### config.mk
export PLATFORM = sky130hd
export DESIGN_NAME = crc32_frame_appender_flat
export DESIGN_NICKNAME = d
export VERILOG_FILES = /design/src/rtl/crc32_frame_appender_if.sv /design/src/rtl/crc32_frame_appender.sv /design/src/flat_wrapper.sv
export SDC_FILE = /design/constraint.sdc
export NUM_CORES = 1
export LEC_CHECK = 0
export CELL_PAD_IN_SITES_DETAIL_PLACEMENT = 1
export CELL_PAD_IN_SITES_GLOBAL_PLACEMENT = 1
export CORE_ASPECT_RATIO = 1.5
export CORE_MARGIN = 2
export CORE_UTILIZATION = 40
export CTS_BUF_LIST = sky130_fd_sc_hd__clkbuf_4
export DETAILED_ROUTE_END_ITERATION = 8
export HOLD_SLACK_MARGIN = 0.12
export PLACE_DENSITY = 0.88
export SLEW_MARGIN = 20
export SYNTH_ARGS = -nofsm -noshare
export SYNTH_HDL_FRONTEND = slang
export SYNTH_SLANG_ARGS = --single-unit
### constraint.sdc
create_clock -name clk -period 5.1 [get_ports clk]
set_clock_uncertainty 0.05 [all_clocks]
set_input_delay 1.53 -clock clk [delete_from_list [all_inputs] [get_ports clk]]
set_output_delay 1.53 -clock clk [all_outputs]
set_load 0.01 [all_outputs]
### src/rtl/crc32_frame_appender_if.sv
// Valid/ready/last word stream used on both sides of the CRC framer.
//   data  : 32-bit word
//   valid : word valid
//   last  : frame delimiter (meaning depends on side, see crc32_frame_appender)
//   ready : sink accepts this cycle
// master drives data/valid/last and samples ready; slave is the mirror image.
interface crc32_frame_appender_if;
   logic [31:0] data;
   logic        valid;
   logic        last;
   logic        ready;

   modport master (output data, output valid, output last, input ready);
   modport slave  (input data, input valid, input last, output ready);
endinterface

### src/rtl/crc32_frame_appender.sv
// Streaming CRC-32 framer. Forwards payload words unchanged, keeps a running
// MSB-first CRC-32 and appends it as one extra word (m_last=1) after the last
// payload word of each frame. Also publishes the final CRC and payload word
// count of the most recently completed frame.
//
// Ports:
//   clk, rst    : clock, asynchronous active-high reset
//   s_if        : payload input stream (slave); last marks final payload word
//   m_if        : output stream (master); last marks the appended CRC word
//   crc_out     : CRC of most recently completed frame
//   crc_done    : one-cycle pulse when crc_out updates
//   word_count  : payload words in most recently completed frame (saturating)
//
// Build option: CRC_INIT_ONES_EN -- seed the CRC with all ones and invert the
// final value. Without it the seed is zero with no inversion, which makes a
// one-word frame hash identically to the single-word crc block.
//
// state  | meaning
// -------+---------------------------------------------------------------
// PASS   | forwarding payload words, accumulating CRC and word count
// APPEND | last payload word taken; emit CRC word when output slot frees
module crc32_frame_appender #(
   parameter logic [31:0] POLY  = 32'h04C11DB7,
   parameter int          CNT_W = 16
) (
   input  logic                     clk,
   input  logic                     rst,
   crc32_frame_appender_if.slave    s_if,
   crc32_frame_appender_if.master   m_if,
   output logic [31:0]              crc_out,
   output logic                     crc_done,
   output logic [CNT_W-1:0]         word_count
);

`ifdef CRC_INIT_ONES_EN
   localparam logic [31:0] INIT      = 32'hFFFF_FFFF;
   localparam logic [31:0] FINAL_XOR = 32'hFFFF_FFFF;
`else
   localparam logic [31:0] INIT      = 32'h0000_0000;
   localparam logic [31:0] FINAL_XOR = 32'h0000_0000;
`endif

   typedef enum logic {ST_PASS, ST_APPEND} state_t;

   // x * 2^32 mod P: a full word shifted through the LFSR in one cycle
   function automatic logic [31:0] f_step(input logic [31:0] x);
      logic [31:0] v;
      v = x;
      for (int i = 0; i < 32; i++) begin
         v = v[31] ? ((v << 1) ^ POLY) : (v << 1);
      end
      return v;
   endfunction

   state_t             r_state;
   state_t             w_state_nxt;
   logic [31:0]        r_crc;
   logic [CNT_W-1:0]   r_cnt;
   logic [31:0]        r_m_data;
   logic               r_m_valid;
   logic               r_m_last;
   logic [31:0]        r_crc_out;
   logic               r_crc_done;
   logic [CNT_W-1:0]   r_word_count;

   logic               w_slot_free;
   logic               w_s_ready;
   logic               w_load_pay;
   logic               w_load_crc;
   logic [31:0]        w_crc_next;
   logic [31:0]        w_crc_final;

   assign w_slot_free = !r_m_valid || m_if.ready;
   assign w_crc_next  = f_step(r_crc ^ s_if.data);
   assign w_crc_final = r_crc ^ FINAL_XOR;

   always_ff @(posedge clk or posedge rst) begin
      if (rst) begin
         r_state <= ST_PASS;
      end else begin
         r_state <= w_state_nxt;
      end
   end

   always_comb begin
      w_state_nxt = r_state;
      w_s_ready   = 1'b0;
      w_load_pay  = 1'b0;
      w_load_crc  = 1'b0;
      case (r_state)
         ST_PASS: begin
            w_s_ready = w_slot_free;
            if (s_if.valid && w_slot_free) begin
               w_load_pay = 1'b1;
               if (s_if.last) begin
                  w_state_nxt = ST_APPEND;
               end
            end
         end
         ST_APPEND: begin
            if (w_slot_free) begin
               w_load_crc  = 1'b1;
               w_state_nxt = ST_PASS;
            end
         end
         default: w_state_nxt = ST_PASS;
      endcase
   end

   always_ff @(posedge clk or posedge rst) begin
      if (rst) begin
         r_crc        <= INIT;
         r_cnt        <= '0;
         r_m_data     <= '0;
         r_m_valid    <= 1'b0;
         r_m_last     <= 1'b0;
         r_crc_out    <= '0;
         r_crc_done   <= 1'b0;
         r_word_count <= '0;
      end else begin
         r_crc_done <= w_load_crc;
         if (w_load_pay) begin
            r_m_data  <= s_if.data;
            r_m_valid <= 1'b1;
            r_m_last  <= 1'b0;
            r_crc     <= w_crc_next;
            if (!(&r_cnt)) begin
               r_cnt <= r_cnt + 1'b1;
            end
         end else if (w_load_crc) begin
            r_m_data     <= w_crc_final;
            r_m_valid    <= 1'b1;
            r_m_last     <= 1'b1;
            r_crc_out    <= w_crc_final;
            r_word_count <= r_cnt;
            r_crc        <= INIT;
            r_cnt        <= '0;
         end else if (r_m_valid && m_if.ready) begin
            r_m_valid <= 1'b0;
            r_m_last  <= 1'b0;
         end
      end
   end

   assign s_if.ready = w_s_ready;
   assign m_if.data  = r_m_data;
   assign m_if.valid = r_m_valid;
   assign m_if.last  = r_m_last;
   assign crc_out    = r_crc_out;
   assign crc_done   = r_crc_done;
   assign word_count = r_word_count;

endmodule

### src/flat_wrapper.sv
// flat-port wrapper written by rule: the top's interface ports become plain ports
module crc32_frame_appender_flat 
#(
   parameter logic [31:0] POLY  = 32'h04C11DB7,
   parameter int          CNT_W = 16
)
  (clk, rst, crc_out, crc_done, word_count, s_if_data, s_if_valid, s_if_last, s_if_ready, m_if_data, m_if_valid, m_if_last, m_if_ready);
  crc32_frame_appender_if s_if_i ();
  crc32_frame_appender_if m_if_i ();
  input  logic clk;
  input  logic rst;
  output logic [31:0] crc_out;
  output logic crc_done;
  output logic [CNT_W-1:0] word_count;
  input wire logic [$bits(s_if_i.data)-1:0] s_if_data;
  input wire logic [$bits(s_if_i.valid)-1:0] s_if_valid;
  input wire logic [$bits(s_if_i.last)-1:0] s_if_last;
  output wire logic [$bits(s_if_i.ready)-1:0] s_if_ready;
  output wire logic [$bits(m_if_i.data)-1:0] m_if_data;
  output wire logic [$bits(m_if_i.valid)-1:0] m_if_valid;
  output wire logic [$bits(m_if_i.last)-1:0] m_if_last;
  input wire logic [$bits(m_if_i.ready)-1:0] m_if_ready;
  assign s_if_i.data = s_if_data;
  assign s_if_i.valid = s_if_valid;
  assign s_if_i.last = s_if_last;
  assign s_if_ready = s_if_i.ready;
  assign m_if_data = m_if_i.data;
  assign m_if_valid = m_if_i.valid;
  assign m_if_last = m_if_i.last;
  assign m_if_i.ready = m_if_ready;
  crc32_frame_appender #(.POLY(POLY), .CNT_W(CNT_W)) u_core (.clk(clk), .rst(rst), .s_if(s_if_i), .m_if(m_if_i), .crc_out(crc_out), .crc_done(crc_done), .word_count(word_count));
endmodule
==> out/results.ini <==
[synthesis]
netlist.area_leader.share_pct = 39.90
synth_top_cell_by_area = dfrtp_1
yosysWarnings = 0
synth-seq-cells = 132
synthesis.nets = 837
synth_area_leaders = dfrtp_1 (40%), xnor2_1 (16%), nand2_1 (8.8%)
ys_types = 32
syn_inst = 799
netlist_area_um2 = 8278
synth.avg_cell_area_um2 = 10.36
yosysSeqAreaShare_pct = 39.90

[final_layout]
layout.area.seq_um2 = 3303
area_delta_synth_final_pct = 30.77
fin_util_pct = 53.22
multi_input_area_um2 = 4871
fillers = 2304
fin_nets = 1046
fin_cells = 1286
drive_gt1_share_pct = 16.65

[floorplanning]
die-area_um2 = 21890
start_util_pct = 40.70
dieWidth_um = 121.5
placementRows = 64
io_pins = 121
core-area_um2 = 20340
die_h_um = 180.2

[timing]
finalSetupViolCount = 0
finalMaxSlewViolations = 0
max-slew-margin-rel_pct = 43.49
tightest_slew_ns = 0.8388
fin_crit_sh_pct = 92.17
rsz0062_at_grt = no
fmax_mhz = 212.7
hold_viol = 0
layout_min_cycle_time_ns = 4.701

[run]
cap_violations = 0

[route]
drc = 0
routedWlPerCell_um = 21.35
vias = 6640
drt-pass1-iter-count = 4
drt_iter0_drc = 360
ant_nets = 0
drt-total-wl_um = 27460
via_per_inst = 5.163

[clocking]
cts_tree = yes
post_cts_resize_count = 0
clock_sinks = 132
cts.htree.levels = 4
clk_pin_slew_ns = 0.12
cts-buffers-inserted = 17
clockBufferDepth = 2
insertion_delay_ns = 0.59
cts_setup_buffers = 0
hold_buffers = 0
cts_root_buf = clkbuf_4

[setup_path]
critPathMaxFanout = 7
required_ns = 5.49
path_class = in -> reg
crit_arrival_ns = 5.09
crit_path_end_kind = register
cp-start-kind = input port

[grt]
gr-total-overflow = 0
grt_pass1_wl_um = 42820
grt_pass1_vias = 7482
antenna_found_initial = 1
grt_max_degree = 88
grtUsageTotal_pct = 25.98

[status]
status = complete, no violations

[place]
port_buffers = 120
place_inst = 1253
dp_hpwl_um = 21240
gp_congestion = 0.9132

[hold_path]
hold_class = reg -> reg

[Yosys cell counts]
cell,n
nand2_1,193
xnor2_1,150
dfrtp_1,132
xor2_1,48
nand3_1,45
nor2_1,43
xnor3_1,31
clkbuf_1,29
a31oi_1,25
o21ai_0,24
xnor2_2,13
o21ai_1,11
xor2_2,8
xnor3_2,7
xor3_1,7
xnor2_4,5
and3_1,4
nand4_1,4
or3_1,3
a21o_1,2
a21oi_1,2
and4_1,2
buf_1,2
a22o_1,1
and2_1,1
ha_1,1
inv_1,1
inv_2,1
nand2b_1,1
nor2b_1,1
nor3_1,1
nor3b_1,1
[critical path, cell delays in order]
cell and delay (ns):
clkdlybuf4s50_1 0.52, xor2_2 0.22, buf_4 0.17, buf_4 0.14, xor2_2 0.36, xnor3_2 0.55, xnor2_2 0.28, xnor3_1 0.49
buf_4 0.18, xnor2_1 0.13, buf_4 0.15, xnor2_1 0.23, o21ai_0 0.14
[flip-flops by register name, indices dropped and copies added, names as in the netlist]
register,flops
u_core.m_if.last,1
u_core.crc_done,1
u_core.r_cnt,16
u_core.crc_out,32
u_core.r_state,1
u_core.m_if.data,32
u_core.m_if.valid,1
u_core.word_count,16
u_core.r_crc,32
[routing by layer]
metal  vias up  GRT usage (%)  part of all wire (%)
li1       3013              -                     -
met1      3392          27.97                    37
met2       171          49.01                    56
met3        64          3.228                   2.6
met4         0          12.64                   4.6
met5         -              0                     0
[final cells by class]
| class | count | share of cell area (%) |
|---|---|---|
| Sequential cell | 132 | 30.51 |
| Timing Repair Buffer | 221 | 18.22 |
| Clock buffer | 18 | 1.248 |
| Inverter | 2 | 0.1040 |
| Tap cell | 264 | 3.051 |
| Multi-Input combinational cell | 634 | 45.00 |
| Antenna cell | 1 | 0.02312 |
| Clock inverter | 14 | 1.849 |
[cells by family after synthesis]
family / share of synthesized area (%)
buffers and inverters: 1.496
adder cells (fa/ha/maj): 0.1511
XOR/XNOR: 39.19
AO/OA/AOI/OAI: 4.414
AND/OR/NAND/NOR: 14.84
flip-flops: 39.90
[through the flow]
step           instance area, µm²  setup TNS, ns  setup WS [ns]  hold slack (ns)
6_report                    10830              0         0.3993           0.4362
3_5_place_dp                10490         -1.260        -0.1645           0.4139
5_1_grt                     10830              0         0.3404           0.4673
2_1_floorplan                8282              0         0.5448           0.4127
3_3_place_gp                10490       -0.07230       -0.04125           0.4067
4_1_cts                     10820              0         0.4521           0.4429
[cells in the final DEF (no fill, tap or decap), types with 13 or more instances in the layout]
master,instances
xnor2_1,150
o21ai_0,24
buf_4,100
a31oi_1,25
nand2_1,192
clkbuf_4,18
clkdlybuf4s50_1,120
nand3_1,45
dfrtp_1,132
nor2_1,43
xor2_1,48
xnor2_2,13
xnor3_1,31
[final timing paths]
kind / from / to / slack [ns] / cells past startpoint
worst max-delay path: s_if_data[31] / u_core.r_crc[19] / 0.40 / 13
worst min-delay path: u_core.word_count[1] / u_core.word_count[1] / 0.44 / 2
worst max register to register: u_core.r_crc[25] / u_core.r_crc[19] / 1.38 / 10
worst min register to register: u_core.word_count[1] / u_core.word_count[1] / 0.44 / 2
max in group asynchronous: rst / u_core.m_if.data[11] / 2.79 / 3
min in group asynchronous: rst / u_core.word_count[6] / 1.24 / 2
Power is left out: the tool's default activity adds up to more than one toggle a clock period on the data nets, which glitch-free logic cannot reach.
==> RTL edit 1: new RTL, same settings <==
`CNT_W` is set to 16 in 2 places; all go to 32.
--- a/src/rtl/crc32_frame_appender.sv
+++ b/src/rtl/crc32_frame_appender.sv
@@ -21,7 +21,7 @@
 // APPEND | last payload word taken; emit CRC word when output slot frees
 module crc32_frame_appender #(
    parameter logic [31:0] POLY  = 32'h04C11DB7,
-   parameter int          CNT_W = 16
+   parameter int          CNT_W = 32
 ) (
    input  logic                     clk,
    input  logic                     rst,
--- a/src/flat_wrapper.sv
+++ b/src/flat_wrapper.sv
@@ -2,7 +2,7 @@
 module crc32_frame_appender_flat 
 #(
    parameter logic [31:0] POLY  = 32'h04C11DB7,
-   parameter int          CNT_W = 16
+   parameter int          CNT_W = 32
 )
   (clk, rst, crc_out, crc_done, word_count, s_if_data, s_if_valid, s_if_last, s_if_ready, m_if_data, m_if_valid, m_if_last, m_if_ready);
   crc32_frame_appender_if s_if_i ();
Ports: changed (resized word_count); port bits go from 121 to 137. The function was not compared with the original's and may differ.
==> RTL edit 1 against the unedited design <==
Wire length rose by 12%. Final area up 17%. Global-route usage is 1.1 points lower. Critical path depth is 2 lower. Critical path type unchanged. Highest routed layer unchanged. Cell count up 19%. Setup slack got worse by 0.056 ns. Sequential cell count grew 32. Synthesized area rose by 17%.
Power is left out: the tool's default activity adds up to more than one toggle a clock period on the data nets, which glitch-free logic cannot reach.
==> RTL edit 1: results (changes against the unedited design) <==
Vias in the first global route = 8,731 (+17%)
Status = finished clean
Final Net Count = 1,231 (+18%)
Global-route wire length before repair = 49,200 um (+15%)
Pre-CTS setup slack = -0.235 ns (-0.0701 ns)
Worst-path fanout max = 5 (-2)
DRT iter0 DRCs = 349 (-3.1%)
Slew @ Worst Pin = 0.949 ns (+0.110 ns)
Wire length per cell = 20.2 um (-5.2%)
Post-CTS Resized = 0 (unchanged)
Share of cells above drive strength 1 = 0.175 (+0.00846)
Avg Vias per Cell = 5.03 (-2.6%)
Worst-Skew Late Latency = 0.61 ns (+0.02 ns)
Sequential share of the synthesized area = 0.423 (+0.0239)
Synthesized Nets = 992 (+19%)
Filler instances = 2,645 (+15%)
HPWL Detailed = 23,900 um (+13%)
Pin count of the biggest net entering global routing = 84 (-4.5%)
Cell variety after synth = 37 (+16%)
Post-synth top cells = 239 x nand2_1, 164 x dfrtp_1, 154 x xnor2_1, 68 x nor2_1, 66 x xor2_1
Final setup fails = 0 (unchanged)
I/O Buffers = 136 (+13%)
CP arrival = 5.15 ns (+0.06 ns)
Gp weighted congestion = 0.944 (+3.3%)
Area contributors post-synth = dfrtp_1 42%, xnor2_1 14%, nand2_1 9.2%, xor2_1 6.0%, xnor2_4 4.8%
Clock Tree Buf Depth = 2 (unchanged)
GRT Overall Usage = 0.249 (-0.0111)
RTL edit 1: path summary, 6_finish.rpt:
check,from,to,slack [ns],cells past startpoint
max,s_if_data[22],u_core.r_crc[5],0.34,11
max in group asynchronous,rst,u_core.word_count[24],2.86,4
min,u_core.word_count[22],u_core.word_count[22],0.44,2
max reg2reg,u_core.r_crc[22],u_core.r_crc[5],1.36,10
min reg2reg,u_core.word_count[22],u_core.word_count[22],0.44,2
min in group asynchronous,rst,u_core.m_if.data[23],1.25,2
RTL edit 1: cells by family (layout without fill, tap and decap cells):
group / after synthesis / in the layout / share of synthesized area
AO/OA/AOI/OAI: 78 / 78 / 0.0459
XOR/XNOR: 286 / 286 / 0.351
other: 0 / 1 / 0
AND/OR/NAND/NOR: 379 / 379 / 0.161
adder cells (fa/ha/maj): 1 / 1 / 0.00129
multiplexers: 1 / 1 / 0.00116
buffers and inverters: 45 / 297 / 0.0174
flip-flops: 164 / 164 / 0.423
RTL edit 1: per-layer routing:
metal,wire length [um],track usage,vias up
met1,11200,0.263,3931
met5,0,0,-
met2,17500,0.481,155
met3,945,0.0412,54
met4,1200,0.108,0
li1,-,-,3538
RTL edit 1: worst max-delay path, cell delays in order:
cell	delay, ns
clkdlybuf4s50_1	0.52
xnor2_2	0.34
xnor3_2	0.60
xnor2_1	0.44
xnor2_4	0.22
xnor3_2	0.45
xnor3_2	0.34
xnor2_4	0.17
xnor2_2	0.23
xnor2_1	0.21
o21ai_1	0.10
RTL edit 1: layout make-up:
class                      instances  area (um2)  share of cell area
multi-input combinational        745        5450               0.432
antenna                            1        2.50            0.000198
tap                              319         399              0.0316
clock buffer                      18         135              0.0107
sequential                       164        4100               0.325
timing repair buffer             259        2350               0.186
inverter                           6        26.3             0.00208
clock inverter                    14         158              0.0125
RTL edit 1: through the flow:
| stage | area (um2) | setup TNS, ns | hold slack [ns] | cells |
|---|---|---|---|---|
| floorplan | 9710 | 0 | 0.412 | 954 |
| global placement | 12300 | -0.514 | 0.409 | 1492 |
| detailed placement | 12300 | -3.32 | 0.413 | 1492 |
| CTS | 12600 | 0 | 0.450 | 1524 |
| global route | 12600 | 0 | 0.474 | 1526 |
| finish | 12600 | 0 | 0.443 | 1526 |
==> RTL edit 2: new RTL, config.mk and constraints unchanged <==
Without the edit above. Register the output `word_count` once more, with the module's reset; this adds one clock of latency there. The other outputs are not delayed to match.
--- a/src/rtl/crc32_frame_appender.sv
+++ b/src/rtl/crc32_frame_appender.sv
@@ -148,7 +148,13 @@
    assign m_if.last  = r_m_last;
    assign crc_out    = r_crc_out;
    assign crc_done   = r_crc_done;
-   assign word_count = r_word_count;
+   always_ff @(posedge clk or posedge rst) begin
+      if (rst) begin
+         word_count <= '0;
+      end else begin
+         word_count <= r_word_count;
+      end
+   end
 
 endmodule
 
Function: changed (a bounded check fails within 4 cycles, from zero or initial values and one cycle with rst high).
==> RTL edit 2 against the unedited design <==
Sequential cell count is 16 higher. Setup slack worse by 0.091 ns. Wire length decreased by 4.0%. Final area increased by 3.2%. Synthesized area increased by 4.9%. Hold slack worse by 0.096 ns. Sequential share of layout area rose by 2.7 points. Global-route usage is 2.0 points lower.
Power is left out: the tool's default activity adds up to more than one toggle a clock period on the data nets, which glitch-free logic cannot reach.
==> RTL edit 2: results (changes against the unedited design) <==
Pre-CTS setup slack = -0.338 ns (-0.174 ns)
Reg clk slew, reported paths = 0.15 ns (+0.03 ns)
Area after DPL = 0.0109 mm2 (+4.0%)
Slew @ Worst Pin = 0.820 ns (-0.0185 ns)
Setup crit start = s_if_data[29]
HPWL Detailed = 20,400 um (-4.1%)
Avg Vias per Cell = 5.02 (-2.7%)
Post-synth top cells = 188 x nand2_1, 156 x xnor2_1, 148 x dfrtp_1, 56 x xor2_1, 51 x nor2_1
Wire length per cell = 20.0 um (-6.4%)
Hold Slack = 0.340 ns (-0.0964 ns)
Status = finished clean
GRT Overall Usage = 0.240 (-0.0199)
Min-delay src = u_core.r_word_count[7]
ANT nets after route = 0 (unchanged)
Synthesized Nets = 863 (+3.1%)
Share of cells above drive strength 1 = 0.167 (+0.000801)
CP endpoint = u_core.r_crc[14]
M1 wire length = 10,200 um (+2.1%)
Final wirelength = 26,300 um (-4.0%)
Area contributors post-synth = dfrtp_1 43%, xnor2_1 16%, nand2_1 8.1%, xnor3_1 6.5%, xor2_1 5.7%
Met3 wire len = 828 um (+14%)
Global-route wire length before repair = 42,100 um (-1.6%)
Hold path depth = 0 (-2)
GR Util met3 = 0.0409 (+0.00865)
Synth Instances = 825 (+3.3%)
WHS Endpoint = u_core.word_count[7]
Sequential share of the synthesized area = 0.427 (+0.0277)
Worst-path fanout max = 4 (-3)
Slowest CP cell = clkdlybuf4s50_1
Final Net Count = 1,071 (+2.4%)
Max Clock Freq = 209 MHz (-1.9%)
Metal2 WL = 14,300 um (-7.6%)
Vias in the first global route = 7,458 (-0.32%)
DRT iter0 DRCs = 215 (-40%)
FF-to-FF Start = u_core.r_crc[29]
Critical Path Max Stage Delay = 0.58 ns (+0.03 ns)
Worst-Skew Late Latency = 0.61 ns (+0.02 ns)
Met2 track demand over resource = 0.442 (-0.0486)
==> RTL edit 2: cell types whose count changed after synthesis, sizes merged, moves of 7 or more <==
cell,before,now
dfrtp,132,148
xnor2,168,182
a31oi,25,33
xnor3,38,31
nor2,43,51
nand3,45,35
==> RTL edit 2: final cells by class <==
type	instances	area (um2)
Fill cell	2375	10300
Multi-Input combinational cell	642	4860
Sequential cell	148	3700
Timing Repair Buffer	220	1990
Tap cell	272	340
Clock buffer	18	135
Clock inverter	14	118
Inverter	4	18.8
Antenna cell	1	2.50
==> RTL edit 2: logic make-up (layout without fill, tap and decap cells) <==
logic type                 count (synthesis)  count (layout)  synth area share
DFF                                      148             148             0.427
xor gates and xnor gates                 279             279             0.374
adders and majority gates                  1               1           0.00144
other                                      0               1                 0
AOI/OAI and AO/OA                         70              70            0.0461
buffers and inverters                     35             256            0.0151
and+or+nand+nor                          291             291             0.136
muxes                                      1               1           0.00115
